### src/rtl/gate_sched_pkg.sv
// Shared types and helpers for the gate scheduler.
package gate_sched_pkg;

  typedef enum logic [1:0] {
    IDLE    = 2'd0,
    DELAY   = 2'd1,
    GATE    = 2'd2,
    HOLDOFF = 2'd3
  } state_e;

  localparam int CW_DEF = 4;

  // A zero-length gate would never be seen downstream, so it is stretched to one cycle.
  function automatic logic [15:0] nz_width(input logic [15:0] w);
    return (w == 16'd0) ? 16'd1 : w;
  endfunction

endpackage

### src/rtl/gate_scheduler_rr_arbiter.sv
// Round-robin pick: first set request after ptr, wrapping modulo NCH.
module rr_arbiter #(
  parameter int NCH = 4,
  parameter int CHW = $clog2(NCH)
) (
  input  logic [NCH-1:0] req,
  input  logic [CHW-1:0] ptr,
  output logic           gnt_valid,
  output logic [CHW-1:0] gnt_idx
);

  // Scan ptr+1 .. ptr+NCH; the first hit is the grant.
  always_comb begin
    int idx;
    logic [CHW-1:0] ic;
    gnt_valid = 1'b0;
    gnt_idx   = '0;
    idx       = 0;
    ic        = '0;
    for (int k = 1; k <= NCH; k++) begin
      idx = (int'(ptr) + k) % NCH;
      ic  = CHW'(idx);
      if (!gnt_valid && req[ic]) begin
        gnt_valid = 1'b1;
        gnt_idx   = ic;
      end
    end
  end

endmodule

### src/rtl/gate_scheduler.sv
// Shared gate generator: edge-detected triggers, round-robin grant, delay/gate/holdoff sequencer.
module gate_scheduler
  import gate_sched_pkg::*;
#(
  parameter  int NCH = 4,
  parameter  int CW  = CW_DEF,
  localparam int CHW = $clog2(NCH)
) (
  input  logic           clk,
  input  logic           rst,
  input  logic [NCH-1:0] trig,
  input  logic           enable,
  input  logic [CW-1:0]  delay,
  input  logic [CW-1:0]  width,
  input  logic [CW-1:0]  holdoff,
  output logic           gate_out,
  output logic [CHW-1:0] gate_ch,
  output logic           busy,
  output logic [NCH-1:0] pending,
  output logic [NCH-1:0] missed
);

  state_e         state_q, state_d;
  logic [NCH-1:0] trig_q, trig_d;
  logic [NCH-1:0] pending_q, pending_d;
  logic [NCH-1:0] missed_q, missed_d;
  logic [CW-1:0]  cnt_q, cnt_d;
  logic [CW-1:0]  width_q, width_d;
  logic [CW-1:0]  hold_q, hold_d;
  logic [CHW-1:0] gate_ch_q, gate_ch_d;
  logic [CHW-1:0] rr_ptr_q, rr_ptr_d;

  logic [NCH-1:0] edge_w, gnt_mask;
  logic           gnt_valid, do_grant;
  logic [CHW-1:0] gnt_idx;
  logic [CW-1:0]  width_nz;

  rr_arbiter #(.NCH(NCH), .CHW(CHW)) u_arb (
    .req       (pending_q),
    .ptr       (rr_ptr_q),
    .gnt_valid (gnt_valid),
    .gnt_idx   (gnt_idx)
  );

  // Edge detect and pending/missed bookkeeping; a same-cycle edge re-pends a granted channel.
  always_comb begin
    trig_d   = trig;
    edge_w   = trig & ~trig_q;
    do_grant = (state_q == IDLE) && enable && gnt_valid;
    gnt_mask = '0;
    if (do_grant) gnt_mask[gnt_idx] = 1'b1;
    pending_d = (pending_q & ~gnt_mask) | edge_w;
    missed_d  = edge_w & pending_q & ~gnt_mask;
  end

  // Sequencer next state; counters load the phase length and leave the phase when they hit 1.
  always_comb begin
    width_nz  = CW'(nz_width(16'(width)));
    state_d   = state_q;
    cnt_d     = cnt_q;
    width_d   = width_q;
    hold_d    = hold_q;
    gate_ch_d = gate_ch_q;
    rr_ptr_d  = rr_ptr_q;
    case (state_q)
      IDLE: begin
        if (do_grant) begin
          rr_ptr_d  = gnt_idx;
          gate_ch_d = gnt_idx;
          width_d   = width_nz;
          hold_d    = holdoff;
          if (delay != '0) begin
            state_d = DELAY;
            cnt_d   = delay;
          end else begin
            state_d = GATE;
            cnt_d   = width_nz;
          end
        end
      end
      DELAY: begin
        if (cnt_q == CW'(1)) begin
          state_d = GATE;
          cnt_d   = width_q;
        end else cnt_d = cnt_q - CW'(1);
      end
      GATE: begin
        if (cnt_q == CW'(1)) begin
          if (hold_q != '0) begin
            state_d = HOLDOFF;
            cnt_d   = hold_q;
          end else begin
            state_d = IDLE;
            cnt_d   = '0;
          end
        end else cnt_d = cnt_q - CW'(1);
      end
      HOLDOFF: begin
        if (cnt_q == CW'(1)) begin
          state_d = IDLE;
          cnt_d   = '0;
        end else cnt_d = cnt_q - CW'(1);
      end
      default: begin
        state_d = IDLE;
        cnt_d   = '0;
      end
    endcase
  end

  // State registers; reset drops any in-flight request.
  always_ff @(posedge clk) begin
    if (rst) begin
      state_q   <= IDLE;
      trig_q    <= '0;
      pending_q <= '0;
      missed_q  <= '0;
      cnt_q     <= '0;
      width_q   <= '0;
      hold_q    <= '0;
      gate_ch_q <= '0;
      rr_ptr_q  <= CHW'(NCH - 1);
    end else begin
      state_q   <= state_d;
      trig_q    <= trig_d;
      pending_q <= pending_d;
      missed_q  <= missed_d;
      cnt_q     <= cnt_d;
      width_q   <= width_d;
      hold_q    <= hold_d;
      gate_ch_q <= gate_ch_d;
      rr_ptr_q  <= rr_ptr_d;
    end
  end

  assign gate_out = (state_q == GATE);
  assign busy     = (state_q != IDLE);
  assign gate_ch  = gate_ch_q;
  assign pending  = pending_q;
  assign missed   = missed_q;

endmodule

### config.mk
export PLATFORM = sky130hd
export DESIGN_NAME = gate_scheduler
export DESIGN_NICKNAME = d
export VERILOG_FILES = /design/src/rtl/gate_sched_pkg.sv /design/src/rtl/gate_scheduler_rr_arbiter.sv /design/src/rtl/gate_scheduler.sv
export SDC_FILE = /design/constraint.sdc
export NUM_CORES = 1
export LEC_CHECK = 0
export CORE_ASPECT_RATIO = 1.5
export CORE_MARGIN = 1
export CORE_UTILIZATION = 56
export CTS_BUF_LIST = sky130_fd_sc_hd__clkbuf_4 sky130_fd_sc_hd__clkbuf_8
export CTS_CLUSTER_SIZE = 16
export DETAILED_ROUTE_END_ITERATION = 12
export PLACE_DENSITY = 0.93
export SYNTH_ARGS = -nofsm -noshare
export SYNTH_HDL_FRONTEND = slang
export SYNTH_SLANG_ARGS = --single-unit
### constraint.sdc
create_clock -name clk -period 4.35 [get_ports clk]
set_input_delay 1.305 -clock clk [delete_from_list [all_inputs] [get_ports clk]]
set_output_delay 1.305 -clock clk [all_outputs]
set_load 0.01 [all_outputs]
# [Yosys cells after proc, flatten, opt, wreduce, memory -nomap -nowiden]
# Index checks and enable logic that the tools add are counted.
[word_totals] register_bits=30 inputBits=19 output_inout_bits=12 elab_cells=85
[op_classes] add_sub_neg=5 n_lt_le_gt_ge=6 eq_ne=8 n_mux=34 n_bitwise=7 reduce_logical=16
[op_table] op="$mux W4" n=8
[op_table] op="$mux W2" n=10
[op_table] op="$and A4 B4 Y4" n=4
[op_table] op="$pmux W4 S4" n=1
[op_table] op="$lt A2 B3 Y1 const B" n=5
[op_table] op="$mux W1" n=9
[op_table] op="$bmux W1 S2" n=4
[op_table] op="$not A4 Y4" n=2
[op_table] op="$pmux W2 S4" n=1
[op_table] op="$reduce_bool A4 Y1" n=2
[op_table] op="$logic_and A1 B1 Y1" n=6
[op_table] op="$ne A2 B2 Y1 const B" n=3
[op_table] op="$add A2 B1 Y2 const B" n=2
[op_table] op="$add A2 B2 Y2 const B" n=2
[op_table] op="$eq A2 B2 Y1 const B" n=2
[op_table] op="$eq A4 B1 Y1 const B" n=1
[op_table] op="$logic_not A4 Y1" n=1
[op_table] op="$or A4 B4 Y4" n=1
[op_table] op="$reduce_and A4 Y1" n=1
[op_table] op="$sub A4 B1 Y4 const B" n=1
[op_table] op="$logic_not A1 Y1" n=3
[op_table] op="$demux W1 S2" n=1
[op_table] op="$eq A2 B1 Y1 const B" n=1
[op_table] op="$ge A2 B1 Y1 const B" n=1
[op_table] op="other kinds (4)" n=4

# [Depth between registers and ports, before layout]
[logic_depth] depth_word=21 mapped_depth=7 ltp_nobuf=7

# [Cells and area by module]
# Synthesis repeated with hierarchy kept, for this count alone.
[unflattened] cells_unflattened=168 hier_area_um2=1431.4
[by_module_without_submodules] module="gate_scheduler" n_inst=1 cells_each=154 area_per_inst_um2=1340.0 seq_area_each_um2=600.6
[by_module_without_submodules] module="rr_arbiter" n_inst=1 cells_each=14 area_per_inst_um2=91.3 seq_area_each_um2=0.0

# [Least setup slack after synthesis]
# No wires, ideal clock.
[synth_timing] kind="input to register" start="input delay[1]" end="register cnt_q[0]" setup_time_ps=78 arrival_ps=2221 required_time_ps=4272 slack_ps=2051 stages=5 path_buffers=0 cell_sequence="nor4_1 -> o21ai_0 -> a21oi_1 -> a311oi_1 -> nor3_1"
[synth_via] elab_chain_cells=4
[synth_lines] element="start: declaration" line="gate_scheduler.sv:13" source="input logic [CW-1:0] delay,"
[synth_lines] element="$reduce_bool A4 Y1" line="gate_scheduler.sv:72" source="if (delay != '0) begin"
[synth_lines] element="$mux W4" line="gate_scheduler.sv:72"
[synth_lines] element="$mux W4" line="gate_scheduler.sv:67" source="if (do_grant) begin"
[synth_lines] element="$pmux W4 S4" line="gate_scheduler.sv:65" source="case (state_q)"
[synth_lines] element="end signal: assignment" line="gate_scheduler.sv:128" source="cnt_q <= cnt_d;"
[synth_lines] element="end: declaration" line="gate_scheduler.sv:27" source="logic [CW-1:0] cnt_q, cnt_d;"
# No other way between the ends. The select of a mux whose other input is x is not followed.
# A chain may end at the register's enable or synchronous reset.

# [Worst setup path after layout]
[layout_timing] start="register state_q[1]" end="output busy"
[layout_via] elab_chain_cells=1
[layout_lines] element="start: declaration" line="gate_scheduler.sv:23" source="state_e state_q, state_d;"
[layout_lines] element="start signal: assignment" line="gate_scheduler.sv:124" source="state_q <= state_d;"
[layout_lines] element="$reduce_bool A2 Y1" line="gate_scheduler.sv:137" source="assign busy = (state_q != IDLE);"
[layout_lines] element="end: declaration" line="gate_scheduler.sv:18" source="output logic busy,"
# No other way between the ends.

==> impl_metrics.tcl <==
set metrics [dict create \
    fill_cells 178 \
    antenna_found_initial 0 \
    rows 22 \
    place_congestion 0.837 \
    critPathMaxFanout 13 \
    vias 1368 \
    final-hold-violation-count 0 \
    rsz0062_at_grt "false" \
    p_leak_nw 0.646 \
    setup_viol 0 \
    cts_made_buffers 5 \
    yosysTopAreaCellShare 0.421 \
    die_h_um 63.8 \
    fmax_ghz 0.324 \
    whs_ns 0.463 \
    worst_pin_slew_ns 1.04 \
    clk_path_buf_depth 2 \
    drt-pass1-iter-count 4 \
    multi_input_area_sq_um 758 \
    hold_path_class "flop to flop" \
    final.setup.tns_ns 0 \
    power_density_nw_per_um2 382 \
    finalCritPeriodShare 0.710 \
    yosys_register_bits 30 \
    grt_start_max_net_pins 31 \
    layout.nets 226 \
    relSlewSlack 0.306 \
    synth_area_leaders "dfxtp_1 42%, nand2_1 7.4%, a21oi_1 7.0%" \
    grt_pass1_vias 1347 \
    hpwlAfterDp_um 2640 \
    hold_depth 2 \
    slew_viol_final 0 \
    cts_hold_buf 0 \
    cts_tree "built" \
    synth_top_area_cell "dfxtp_1" \
    yosysSeqAreaShare 0.421 \
    ios 31 \
    htreeDepth 2 \
    clk_latency_ns 0.33 \
    cts.sinks 30 \
    critical_path_class "flop to output port" \
    required_ns 3.04 \
    io_buffers 30 \
    core_sq_um 2420 \
    clk_pin_slew_ns 0.09 \
    yosys_warnings 0 \
    synthCells 175 \
    end_kind "output port" \
    syn_area_sq_um 1430 \
    fin_util 0.728 \
    finalCriticalPeriod_ns 3.09 \
    cts_resized 0 \
    grt_pass1_wl_um 5710 \
    seq_area_sq_um 601 \
    r2r_cells 6 \
    vias_per_cell 5.97 \
    die_area_sq_um 2750 \
    yosysUniqueCellTypes 35 \
    floorplan.die.width_um 43.2 \
    root_buffer "clkbuf_4" \
    worstSetupStartpointType "flop" \
    crit_arrival_ns 1.79 \
    status "finished, final reports clean" \
    maxCapViolCount 0 \
    place_area_sq_um 1720 \
    skew_ns 0.00380 \
    syn-num-nets 196 \
    route.detailed.drc 0 \
    grt.total_usage 0.277 \
    drtAntennaViolNets 0 \
    diodes 0 \
    initial_core_util 0.588 \
    drt_wl_total_um 3480 \
    mostFrequentLayoutCells "30 x dfxtp_1, 30 x clkdlybuf4s50_1, 28 x nand2_1" \
    avgSynthCellArea_sq_um 8.14 \
    area_delta_synth_final_pct 23.7 \
    ir_drop_v 0.000253 \
    cts_setup_buffers 0 \
    drive_gt1_frac 0.0683 \
    wire_per_inst_um 15.2 \
    stdcell_area_sq_um 1760 \
    overflow 0 \
    drt-initial-drc-count 33 \
]
-- cell usage after synthesis --
master,n
nor3_1,11
nor2_4,1
nor3b_1,1
mux2i_1,1
a22oi_1,3
nor2b_1,5
or2b_1,1
or2_4,1
o21bai_1,1
dfxtp_1,30
nor4b_1,2
o311ai_0,1
nand3b_1,3
nand2b_1,8
nor2_1,15
o21a_1,1
nor3b_2,1
o21ai_0,10
or2b_2,1
o22ai_1,1
inv_1,5
nand2_1,28
nor4_1,2
a311oi_1,1
a211o_2,1
buf_2,2
xor2_1,1
a21oi_1,20
o41ai_4,1
o31ai_1,1
buf_6,2
clkbuf_1,4
a211oi_1,6
a31oi_1,1
ha_1,2
-- critical path, cell delays in order (launching register included) --
cell	delay [ns]
dfxtp_1	0.57
nor2_4	0.11
inv_1	0.19
clkdlybuf4s50_1	0.57
-- metal layers --
| metal | share of wire | track usage |
|---|---|---|
| met1 | 0.37 | 0.280 |
| met2 | 0.55 | 0.489 |
| met3 | 0.037 | 0.0650 |
| met4 | 0.043 | 0.170 |
| met5 | 0 | 0 |
-- stage by stage --
step | cells | setup WS (ns) | power, mW
after global routing | 229 | 1.17 | 0.713
after global placement | 222 | 1.48 | 0.519
final | 229 | 1.26 | 0.674
after CTS | 229 | 1.28 | 0.675
after detailed placement | 222 | 1.41 | 0.528
after floorplan | 175 | 2.05 | 0.463
-- flip-flops by register name, indices dropped and copies added, names as in the netlist --
name      flops
missed        4
pending       4
rr_ptr_q      2
gate_ch       2
width_q       4
hold_q        4
state_q       2
trig_q        4
cnt_q         4
-- cell families (layout without fill, tap and decap cells) --
logic type / Yosys count / in the layout / share of synthesized area
adder cells (fa/ha/maj): 2 / 2 / 0.0176
XOR/XNOR: 1 / 1 / 0.00615
AO/OA/AOI/OAI: 48 / 48 / 0.216
flip-flops: 30 / 30 / 0.421
buffers and inverters: 13 / 43 / 0.0465
multiplexers: 1 / 1 / 0.00702
AND/OR/NAND/NOR: 80 / 80 / 0.285
-- where the power goes --
group / switching [mW] / internal (mW) / total [mW]
Combinational: 0.0991 / 0.0915 / 0.191
Sequential: 0.0327 / 0.302 / 0.334
Clock: 0.0915 / 0.0579 / 0.149
-- path summary, 6_finish.rpt --
path	slack (ns)	to	from
worst max-delay path	1.26	busy	state_q[1]
worst min-delay path	0.46	gate_ch[1]	gate_ch[1]
worst max register to register	2.43	missed[3]	pending[2]
worst min register to register	0.46	gate_ch[1]	gate_ch[1]
-- layout make-up --
| type | instances | area share |
|---|---|---|
| multi-input combinational | 132 | 0.430 |
| timing repair buffer | 31 | 0.175 |
| sequential | 30 | 0.341 |
| tap | 24 | 0.0170 |
| clock inverter | 2 | 0.00568 |
| inverter | 5 | 0.0106 |
| clock buffer | 5 | 0.0213 |
Note: power is estimated with default switching activity, not from simulation.
